[config.mk]
export PLATFORM = sky130hd
export DESIGN_NAME = write_addr_arbiter_flat
export DESIGN_NICKNAME = d
export VERILOG_FILES = /design/src/rtl/write_addr_arbiter_if.sv /design/src/rtl/write_addr_arbiter.sv /design/src/flat_wrapper.sv
export SDC_FILE = /design/constraint.sdc
export NUM_CORES = 1
export LEC_CHECK = 0
export ABC_AREA = 1
export CAP_MARGIN = 30
export CORE_MARGIN = 2
export CORE_UTILIZATION = 33
export DETAILED_ROUTE_END_ITERATION = 8
export GPL_TIMING_DRIVEN = 0
export PLACE_DENSITY = 0.79
export SYNTH_ARGS = -nofsm -noshare
export SYNTH_HDL_FRONTEND = slang
export SYNTH_SLANG_ARGS = --single-unit
[constraint.sdc]
create_clock -name ACLK -period 1.55 [get_ports ACLK]
set_input_delay 0.31 -clock ACLK [delete_from_list [all_inputs] [get_ports ACLK]]
set_output_delay 0.31 -clock ACLK [all_outputs]
set_load 0.05 [all_outputs]
[src/rtl/write_addr_arbiter_if.sv]
// AW request / B response bundle between the two write masters, the slaves and the AW arbiter.
// Also holds the route-code macros (`MX_SX_ID_BITS, M*_S*_W, M*_NO_W, AW_IDLE_CODE) shared with the consumers.
`ifndef MX_SX_ID_BITS
`define MX_SX_ID_BITS 4
`endif

// Route code = {master, slave index}; slave index 0 is the default slave (NO).
`ifndef M0_NO_W
`define M0_NO_W   4'h0
`define M0_S1_W   4'h1
`define M0_S2_W   4'h2
`define M0_S3_W   4'h3
`define M0_S4_W   4'h4
`define M0_S5_W   4'h5
`define M1_NO_W   4'h8
`define M1_S1_W   4'h9
`define M1_S2_W   4'hA
`define M1_S3_W   4'hB
`define M1_S4_W   4'hC
`define M1_S5_W   4'hD
`define AW_IDLE_CODE 4'hF
`endif

interface write_addr_arbiter_if #(
    parameter int ADDR_W = 32
);
    logic                      AWVALID_M0;
    logic [ADDR_W-1:0]         AWADDR_M0;
    logic                      AWVALID_M1;
    logic [ADDR_W-1:0]         AWADDR_M1;
    logic [5:0]                AWREADY_S;
    logic                      BVALID_M0;
    logic                      BREADY_M0;
    logic                      BVALID_M1;
    logic                      BREADY_M1;
    logic                      BVALID_S0;
    logic [`MX_SX_ID_BITS-1:0] AW_arbiter;
    logic                      AW_busy;
    logic                      AW_timeout;
    logic [1:0]                state_dbg;

    modport slave (
        input  AWVALID_M0, AWADDR_M0, AWVALID_M1, AWADDR_M1, AWREADY_S,
        input  BVALID_M0, BREADY_M0, BVALID_M1, BREADY_M1, BVALID_S0,
        output AW_arbiter, AW_busy, AW_timeout, state_dbg
    );

    modport master (
        output AWVALID_M0, AWADDR_M0, AWVALID_M1, AWADDR_M1, AWREADY_S,
        output BVALID_M0, BREADY_M0, BVALID_M1, BREADY_M1, BVALID_S0,
        input  AW_arbiter, AW_busy, AW_timeout, state_dbg
    );
endinterface

[src/rtl/write_addr_arbiter.sv]
// Round-robin AW arbiter for 2 masters / 6 slaves; holds one grant until its B handshake.
// Optional watchdog release is enabled by defining AW_WDOG_EN.
module write_addr_arbiter #(
    parameter int ADDR_W   = 32,
    parameter int WDOG_CYC = 1024
) (
    input  logic                ACLK,
    input  logic                ARESETn,
    write_addr_arbiter_if.slave bus
);

    typedef enum logic [1:0] {S_IDLE = 2'd0, S_ADDR = 2'd1, S_RESP = 2'd2} state_t;

    state_t                    state;
    logic [`MX_SX_ID_BITS-1:0] code_q;
    logic                      busy_q;
    logic                      last_m1;
    logic                      grant_m1;
    logic [2:0]                grant_slv;

    logic       win_m1;
    logic [2:0] win_slv;
    logic [7:0] aw_ready_ext;
    logic       aw_hs;
    logic       b_hs;

    function automatic logic [2:0] decode(input logic [ADDR_W-1:0] a);
        if (a <= ADDR_W'(32'h0000_FFFF))                                    return 3'd1;
        else if (a <= ADDR_W'(32'h0001_FFFF))                               return 3'd2;
        else if (a <= ADDR_W'(32'h0002_FFFF))                               return 3'd3;
        else if (a >= ADDR_W'(32'h1000_0000) && a <= ADDR_W'(32'h1000_03FF)) return 3'd4;
        else if (a >= ADDR_W'(32'h2000_0000) && a <= ADDR_W'(32'h201F_FFFF)) return 3'd5;
        else                                                                 return 3'd0;
    endfunction

    // Handshakes: a transfer happens on an edge where valid and ready are both high;
    // AWVALID/AWADDR are held by the master until then. The default slave's BVALID_S0
    // alone completes a NO grant since that response is never forwarded to a master.
    always_comb begin
        win_m1       = bus.AWVALID_M1 & (~bus.AWVALID_M0 | ~last_m1);
        win_slv      = win_m1 ? decode(bus.AWADDR_M1) : decode(bus.AWADDR_M0);
        aw_ready_ext = {2'b00, bus.AWREADY_S};
        aw_hs        = (grant_m1 ? bus.AWVALID_M1 : bus.AWVALID_M0) & aw_ready_ext[grant_slv];
        if (grant_slv == 3'd0)
            b_hs = bus.BVALID_S0;
        else if (grant_m1)
            b_hs = bus.BVALID_M1 & bus.BREADY_M1;
        else
            b_hs = bus.BVALID_M0 & bus.BREADY_M0;
    end

`ifdef AW_WDOG_EN
    localparam int CNT_W = (WDOG_CYC > 2) ? $clog2(WDOG_CYC) : 1;
    logic [CNT_W-1:0] wdog_cnt;
    logic             timeout_q;
`else
    localparam int WDOG_CYC_UNUSED = WDOG_CYC;
`endif

    always_ff @(posedge ACLK or negedge ARESETn) begin
        if (!ARESETn) begin
            state     <= S_IDLE;
            code_q    <= '1;
            busy_q    <= 1'b0;
            last_m1   <= 1'b1;
            grant_m1  <= 1'b0;
            grant_slv <= 3'd0;
`ifdef AW_WDOG_EN
            wdog_cnt  <= '0;
            timeout_q <= 1'b0;
`endif
        end else begin
`ifdef AW_WDOG_EN
            timeout_q <= 1'b0;
`endif
            case (state)
                S_IDLE: begin
                    if (bus.AWVALID_M0 | bus.AWVALID_M1) begin
                        state     <= S_ADDR;
                        grant_m1  <= win_m1;
                        grant_slv <= win_slv;
                        code_q    <= {win_m1, win_slv};
                        busy_q    <= 1'b1;
                        last_m1   <= win_m1;
                    end
                end
                S_ADDR: begin
                    if (aw_hs) state <= S_RESP;
                end
                S_RESP: begin
                    if (b_hs) begin
                        state  <= S_IDLE;
                        code_q <= '1;
                        busy_q <= 1'b0;
                    end
                end
                default: begin
                    state  <= S_IDLE;
                    code_q <= '1;
                    busy_q <= 1'b0;
                end
            endcase
`ifdef AW_WDOG_EN
            // Counts time spent in the current grant state; expiry overrides any handshake.
            if (state == S_IDLE) begin
                wdog_cnt <= '0;
            end else if (wdog_cnt == CNT_W'(WDOG_CYC - 1)) begin
                state     <= S_IDLE;
                code_q    <= '1;
                busy_q    <= 1'b0;
                timeout_q <= 1'b1;
                wdog_cnt  <= '0;
            end else if (state == S_ADDR && aw_hs) begin
                wdog_cnt <= '0;
            end else begin
                wdog_cnt <= wdog_cnt + 1'b1;
            end
`endif
        end
    end

    assign bus.AW_arbiter = code_q;
    assign bus.AW_busy    = busy_q;
    assign bus.state_dbg  = state;
`ifdef AW_WDOG_EN
    assign bus.AW_timeout = timeout_q;
`else
    assign bus.AW_timeout = 1'b0;
`endif

endmodule

[src/flat_wrapper.sv]
// flat-port wrapper written by rule: the top's interface ports become plain ports
module write_addr_arbiter_flat 
#(
    parameter int ADDR_W   = 32,
    parameter int WDOG_CYC = 1024
)
  (ACLK, ARESETn, bus_AWVALID_M0, bus_AWADDR_M0, bus_AWVALID_M1, bus_AWADDR_M1, bus_AWREADY_S, bus_BVALID_M0, bus_BREADY_M0, bus_BVALID_M1, bus_BREADY_M1, bus_BVALID_S0, bus_AW_arbiter, bus_AW_busy, bus_AW_timeout, bus_state_dbg);
  write_addr_arbiter_if #(.ADDR_W(ADDR_W)) bus_i ();
  input  logic ACLK;
  input  logic ARESETn;
  input wire logic [$bits(bus_i.AWVALID_M0)-1:0] bus_AWVALID_M0;
  input wire logic [$bits(bus_i.AWADDR_M0)-1:0] bus_AWADDR_M0;
  input wire logic [$bits(bus_i.AWVALID_M1)-1:0] bus_AWVALID_M1;
  input wire logic [$bits(bus_i.AWADDR_M1)-1:0] bus_AWADDR_M1;
  input wire logic [$bits(bus_i.AWREADY_S)-1:0] bus_AWREADY_S;
  input wire logic [$bits(bus_i.BVALID_M0)-1:0] bus_BVALID_M0;
  input wire logic [$bits(bus_i.BREADY_M0)-1:0] bus_BREADY_M0;
  input wire logic [$bits(bus_i.BVALID_M1)-1:0] bus_BVALID_M1;
  input wire logic [$bits(bus_i.BREADY_M1)-1:0] bus_BREADY_M1;
  input wire logic [$bits(bus_i.BVALID_S0)-1:0] bus_BVALID_S0;
  output wire logic [$bits(bus_i.AW_arbiter)-1:0] bus_AW_arbiter;
  output wire logic [$bits(bus_i.AW_busy)-1:0] bus_AW_busy;
  output wire logic [$bits(bus_i.AW_timeout)-1:0] bus_AW_timeout;
  output wire logic [$bits(bus_i.state_dbg)-1:0] bus_state_dbg;
  assign bus_i.AWVALID_M0 = bus_AWVALID_M0;
  assign bus_i.AWADDR_M0 = bus_AWADDR_M0;
  assign bus_i.AWVALID_M1 = bus_AWVALID_M1;
  assign bus_i.AWADDR_M1 = bus_AWADDR_M1;
  assign bus_i.AWREADY_S = bus_AWREADY_S;
  assign bus_i.BVALID_M0 = bus_BVALID_M0;
  assign bus_i.BREADY_M0 = bus_BREADY_M0;
  assign bus_i.BVALID_M1 = bus_BVALID_M1;
  assign bus_i.BREADY_M1 = bus_BREADY_M1;
  assign bus_i.BVALID_S0 = bus_BVALID_S0;
  assign bus_AW_arbiter = bus_i.AW_arbiter;
  assign bus_AW_busy = bus_i.AW_busy;
  assign bus_AW_timeout = bus_i.AW_timeout;
  assign bus_state_dbg = bus_i.state_dbg;
  write_addr_arbiter #(.ADDR_W(ADDR_W), .WDOG_CYC(WDOG_CYC)) u_core (.ACLK(ACLK), .ARESETn(ARESETn), .bus(bus_i));
endmodule
==> results of run 1 <==
## flip-flops by register name (all words and copies together) (netlist names)
register               count
u_core.grant_m1            1
u_core.grant_slv           3
u_core.last_m1             1
u_core.bus.AW_busy         1
u_core.bus.state_dbg       2
u_core.bus.AW_arbiter      4
## metal layers
layer	track usage, %	vias up	share of wire (%)
met5	0	-	0
met2	28.0	38	48
met4	0.932	0	0
met1	20.6	516	46
li1	-	683	-
met3	5.04	0	6.5
## logic make-up after synthesis
kind of cell	count (synthesis)	share of synthesized area, %
AOI/OAI and AO/OA	16	9.67
buffers and inverters	28	10.1
DFF	12	28.6
other	1	0.349
and+or+nand+nor	119	51.3
## worst paths after layout
kind | slack (ns) | end | start
setup / recovery | 0.05 | bus_state_dbg[1] | u_core.bus.state_dbg[1]
hold reg to reg | 0.47 | u_core.bus.AW_busy | u_core.bus.AW_busy
setup reg to reg | 0.17 | u_core.bus.AW_arbiter[2] | u_core.last_m1
max in group asynchronous | 0.78 | u_core.bus.AW_arbiter[0] | ARESETn
min in group ACLK | 0.47 | u_core.bus.AW_busy | u_core.bus.AW_busy
hold / removal | 0.38 | u_core.bus.state_dbg[1] | ARESETn
## per-stage QoR
| step | TNS [ns] | hold slack [ns] |
|---|---|---|
| after floorplan | 0 | 0.0144 |
| after global placement | -0.569 | 0.459 |
| after detailed placement | -0.592 | 0.466 |
| after CTS | 0 | 0.404 |
| after global routing | 0 | 0.400 |
| final | 0 | 0.382 |
## layout by cell type (no fill, tap or decap), types with 2 or more instances in the layout
cell type,instances
clkdlybuf4s50_1,58
nand2_1,51
nor2_1,30
inv_1,25
nand3_1,11
nor2_2,9
dfrtp_1,7
nand2_2,6
o21ai_0,6
dfstp_2,5
nor2_4,4
nor3_1,4
a21oi_1,4
clkdlybuf4s15_2,4
clkbuf_4,3
inv_2,2
nand3_2,2
o21ai_1,2
nand4_1,2
## cell type report
| type | count | area [µm²] |
|---|---|---|
| buffer | 1 | 7.51 |
| clock buffer | 4 | 26.3 |
| fill | 308 | 1270 |
| inverter | 27 | 101 |
| multi-input combinational | 136 | 658 |
| sequential | 12 | 307 |
| tap | 44 | 55.1 |
| timing repair buffer | 65 | 649 |
## where the power goes
group	internal, mW	total [mW]	switching, mW
Sequential	0.519	0.623	0.104
Clock	0.0996	0.205	0.105
Combinational	0.476	1.30	0.828
Total	1.09	2.13	1.04
## timing repair
| action | 4_1_cts | 5_1_grt |
|---|---|---|
| endpoints found under the hold margin | 0 | 0 |
| gates resized for setup | 16 | 2 |
| endpoints found under the setup margin | 7 | 2 |
==> summary.md, run 1 <==
| Metric | Value |
|---|---|
| Outcome | completed |
| Synth area leader | nand2_1 |
| Worst setup path class | register to output pin |
| Worst-Skew Late Latency | 0.28 ns |
| # H-tree levels | 1 |
| Via density | 4.28 |
| Antenna violations before repair | 0 |
| Via count | 1237 |
| CTS tree | yes |
| Synth top cells by count | 51 x nand2_1, 30 x nor2_1, 25 x inv_1 |
| CTS buffer count | 3 |
| Setup slack at placement | -0.0914 ns |
| CTS Hold Bufs | 0 |
| Fin cells | 289 |
| CTS clk-pin slew, worst paths | 0.08 ns |
| Top-count cell post-synth | nand2_1 |
| Core area | 3080 µm² |
| Yosys top cell area share | 17.8% |
| Critical path cell sequence | clkdlybuf4s15_1 |
| Design Area, Final | 1800 µm² |
| Post-synth EDFFs | 0 |
| CP max-delay cell | clkdlybuf4s15_1 |
| Critical path capture point type | output pin |
| Netlist cell types | 22 |
| Placed Instances | 285 |
| Net Count, Synth | 255 |
| Initial Utilization | 34.9% |
| Synth area leaders | nand2_1 18%, dfrtp_1 16%, dfstp_2 12% |
| Placement-stage cell area | 1780 µm² |
| Vias in the first global route | 1178 |
| Largest net degree at the start of global routing | 13 |
| Period Utilization, post-route | 96.7% |
| Worst Path Arrival | 1.19 ns |
| DRC violations left | 0 |
| Worst-Margin Slew | 0.546 ns |
| WL final | 2580 µm |
| Final Hold Fails | 0 |
| Count of warnings emitted by yosys | 0 |
| Final setup viols | 0 |
| Main synth FF type | dfrtp_1 |
| Clock Sinks | 12 |
| Max FO, Critical Path | 3 |
| Overflow after GRT | 0 |
| Asr flop ratio synth | 100% |
| Seq cells post-synth | 12 |
| Die ar. | 3730 µm² |
| Final worst setup slack | 0.0510 ns |
| Crit. path cell count | 1 |
| Area growth syn-to-layout | 68.1% |
| Setup bufs post-CTS | 0 |
| Initial DRC count | 29 |
| CP max stage delay | 0.51 ns |
| WP buf/inv | 1 |
| Reg2reg path depth | 8 |
| Max-cap viol count | 0 |
| ANT cells | 0 |
| Rows | 20 |
| F_max | 0.667 GHz |
| Die Width | 61.0 µm |
| Gpl congestion | 0.812 |
| CP top delay family | buffers and inverters |
| Clk buf depth | 2 |
| Power Total | 2.13 mW |
| Worst Skew | 0.0138 ns |
| Post-Route Utilization | 58.6% |
| Die Height | 61.0 µm |
| Worst hold path class | input port to asynchronous set/reset pin |
| Synthesized area | 1070 µm² |
| # port buffers | 65 |
| Cell Pwr Density | 1180 nW/µm² |
| Slew Limit Headroom | 63.5% |
| Root Driver | clkbuf_4 |
| Min Tclk post-route | 1.50 ns |
| Cell count after synthesis | 176 |
| Detailed Place HPWL | 2260 µm |
| Pins Over Slew Limit | 0 |
| Avg Synthesized Cell Area | 6.10 µm² |
| First-pass GRT wire length | 4630 µm |
| Element type at the critical path start | register |
| I/O pins | 87 |
| Net count, final | 325 |
| Sequential-to-total area share from yosys stat | 28.6% |
| Gr usage total | 16.1% |
| Static Leak | 0.807 nW |
| Routed wire per std cell | 8.91 µm |
| Max VDD drop | 1.03 mV |
| First-pass DRT Iterations | 4 |
| Worst Path Required | 1.24 ns |
| RSZ-0062 raised after global routing | no |
| ANT nets after route | 0 |
| Layout cell share with drive strength beyond 1 | 16.3% |
No activity file was read; power rests on OpenSTA's default activity.
==> run 2: changes to the inputs <==
Settings changed: CORE_UTILIZATION 33 to 30, PLACE_DENSITY 0.79 to 0.76.
Clock period 1.55 ns to 1.3 ns, I/O delays scaled along.
==> run 2 against run 1 <==
Against the previous run:
- critical path depth up 8
- die area up 9.3%
- sequential cell count unchanged
- largest cell class is now non-clock buffers
- critical path type is now register to register
- critical endpoint is now u_core.bus.AW_arbiter[1]
- worst setup slack worse by 0.039 ns
- clock power up 18%
- highest routed layer is now met4
==> summary.md, run 2 (same netlist as run 1, synthesis figures left out) <==
| Metric | Value |
|---|---|
| Outcome | completed |
| Final setup viols | 0 |
| Cell Pwr Density | 1370 nW/µm² |
| First-pass GRT wire length | 4550 µm |
| I/O pins | 87 |
| Final Hold Fails | 0 |
| Via count | 1283 |
| Initial DRC count | 17 |
| WL final | 2790 µm |
| First-pass DRT Iterations | 4 |
| Gpl congestion | 0.806 |
| Rows | 21 |
| F_max | 0.776 GHz |
| Worst hold path class | input port to asynchronous set/reset pin |
| # H-tree levels | 1 |
| Max reg flops | 4 |
| Worst Path Required | 1.51 ns |
| DRC violations left | 0 |
| CTS clk-pin slew, worst paths | 0.08 ns |
| Root Driver | clkbuf_4 |
| Via density | 4.32 |
| Min Tclk post-route | 1.29 ns |
| Die Height | 63.8 µm |
| Placed Instances | 287 |
| Design Area, Final | 1940 µm² |
| Overflow after GRT | 0 |
| Slew Limit Headroom | 63.8% |
| Gr usage total | 13.6% |
| Largest net degree at the start of global routing | 13 |
| Net count, final | 331 |
| CTS Hold Bufs | 0 |
| Placement-stage cell area | 1780 µm² |
| Max-cap viol count | 0 |
| Pins Over Slew Limit | 0 |
| Static Leak | 1.00 nW |
| Max FO, Critical Path | 3 |
| Worst Path Arrival | 1.50 ns |
| CTS buffer count | 3 |
| Routed wire per std cell | 9.38 µm |
| Worst-Skew Late Latency | 0.28 ns |
| Die Width | 63.8 µm |
| Critical path capture point type | register |
| Antenna violations before repair | 0 |
| Worst hold slack | 0.330 ns |
| Layout cell share with drive strength beyond 1 | 27.1% |
| ANT cells | 0 |
| RSZ-0062 raised after global routing | yes |
| ANT nets after route | 0 |
| Fin cells | 297 |
| Area growth syn-to-layout | 80.8% |
| # fillers | 302 |
| Core area | 3390 µm² |
| Element type at the critical path start | register |
| Die ar. | 4070 µm² |
| Period Utilization, post-route | 99.1% |
| Most common cell after layout, fill and taps aside | nand2_1 |
| Worst Skew | 0.0141 ns |
| Clock Sinks | 12 |
| Max VDD drop | 0.956 mV |
| Initial Utilization | 31.7% |
| Reg2reg path depth | 9 |
| Worst-Margin Slew | 0.541 ns |
| Post-Route Utilization | 57.3% |
| Most frequent cells in the layout | 48 x nand2_1, 39 x clkdlybuf4s50_1, 25 x nor2_1 |
| Clk buf depth | 2 |
| CTS tree | yes |
| # port buffers | 65 |
| Detailed Place HPWL | 2230 µm |
| Worst setup path class | register to register |
| Vias in the first global route | 1193 |
==> run 2: cell types whose count changed in the layout (fill, tap and decap cells not counted), sizes merged <==
cell,before,now
clkdlybuf4s50,58,39
dlymetal6s2s,0,18
clkbuf,5,4
clkdlybuf4s15,5,1
buf,1,13
==> run 2: area by class of cell <==
class	count	area, µm²	area share (%)
well taps	46	57.6	2.97
clock buffers	4	26.3	1.35
multi-input cells	136	714	36.8
flip-flops and latches	12	309	15.9
inverters	27	101	5.22
plain buffers	1	7.51	0.387
repair buffers	71	724	37.3
==> run 2: per-layer routing <==
metal  global-route usage (%)  vias up  share of wire (%)
li1                         -      692                  -
met1                     16.0      551                 44
met2                     24.1       36                 49
met3                     3.87        4                6.9
met4                     3.26        0               0.68
met5                        0        -                  0
==> run 2: stage by stage <==
stage	power, mW	setup TNS [ns]	setup slack (ns)
floorplan	1.81	0	0.0553
global placement	2.35	-3.58	-0.296
detailed placement	2.37	-3.64	-0.299
CTS	2.58	0	0.00423
global route	2.86	-0.413	-0.117
finish	2.66	0	0.0116
==> run 2: what timing repair did <==
| action | 4_1_cts | 5_1_grt |
|---|---|---|
| pin swaps | 2 | 35 |
| setup endpoints to repair | 11 | 6 |
| resized for setup | 40 | 37 |
| setup buffers | 2 | 4 |
==> run 2: final timing paths <==
kind	slack, ns	end	from
worst max-delay path	0.01	u_core.bus.AW_arbiter[1]	u_core.last_m1
worst min-delay path	0.33	u_core.grant_m1	ARESETn
worst max register to register	0.01	u_core.bus.AW_arbiter[1]	u_core.last_m1
worst min register to register	0.48	u_core.bus.AW_busy	u_core.bus.AW_busy
max in group asynchronous	0.56	u_core.bus.state_dbg[0]	ARESETn
min in group ACLK	0.47	u_core.grant_slv[1]	bus_AWADDR_M1[20]
==> run 2: where the power goes <==
part | switching [mW] | internal (mW) | total, mW | leakage (nW)
clock network | 0.123 | 0.119 | 0.242 | 0.0150
registers | 0.125 | 0.625 | 0.751 | 0.136
logic | 1.03 | 0.631 | 1.66 | 0.850
total | 1.28 | 1.38 | 2.66 | 1.00
==> run 2: worst max-delay path, cell delays in order (launching register included) <==
cell     delay, ns
dfstp_2       0.53
inv_2         0.04
o21ai_4       0.18
buf_6         0.13
nand4_1       0.07
nand2_1       0.08
inv_2         0.04
nand2_1       0.05
nand2_1       0.05
inv_1         0.04
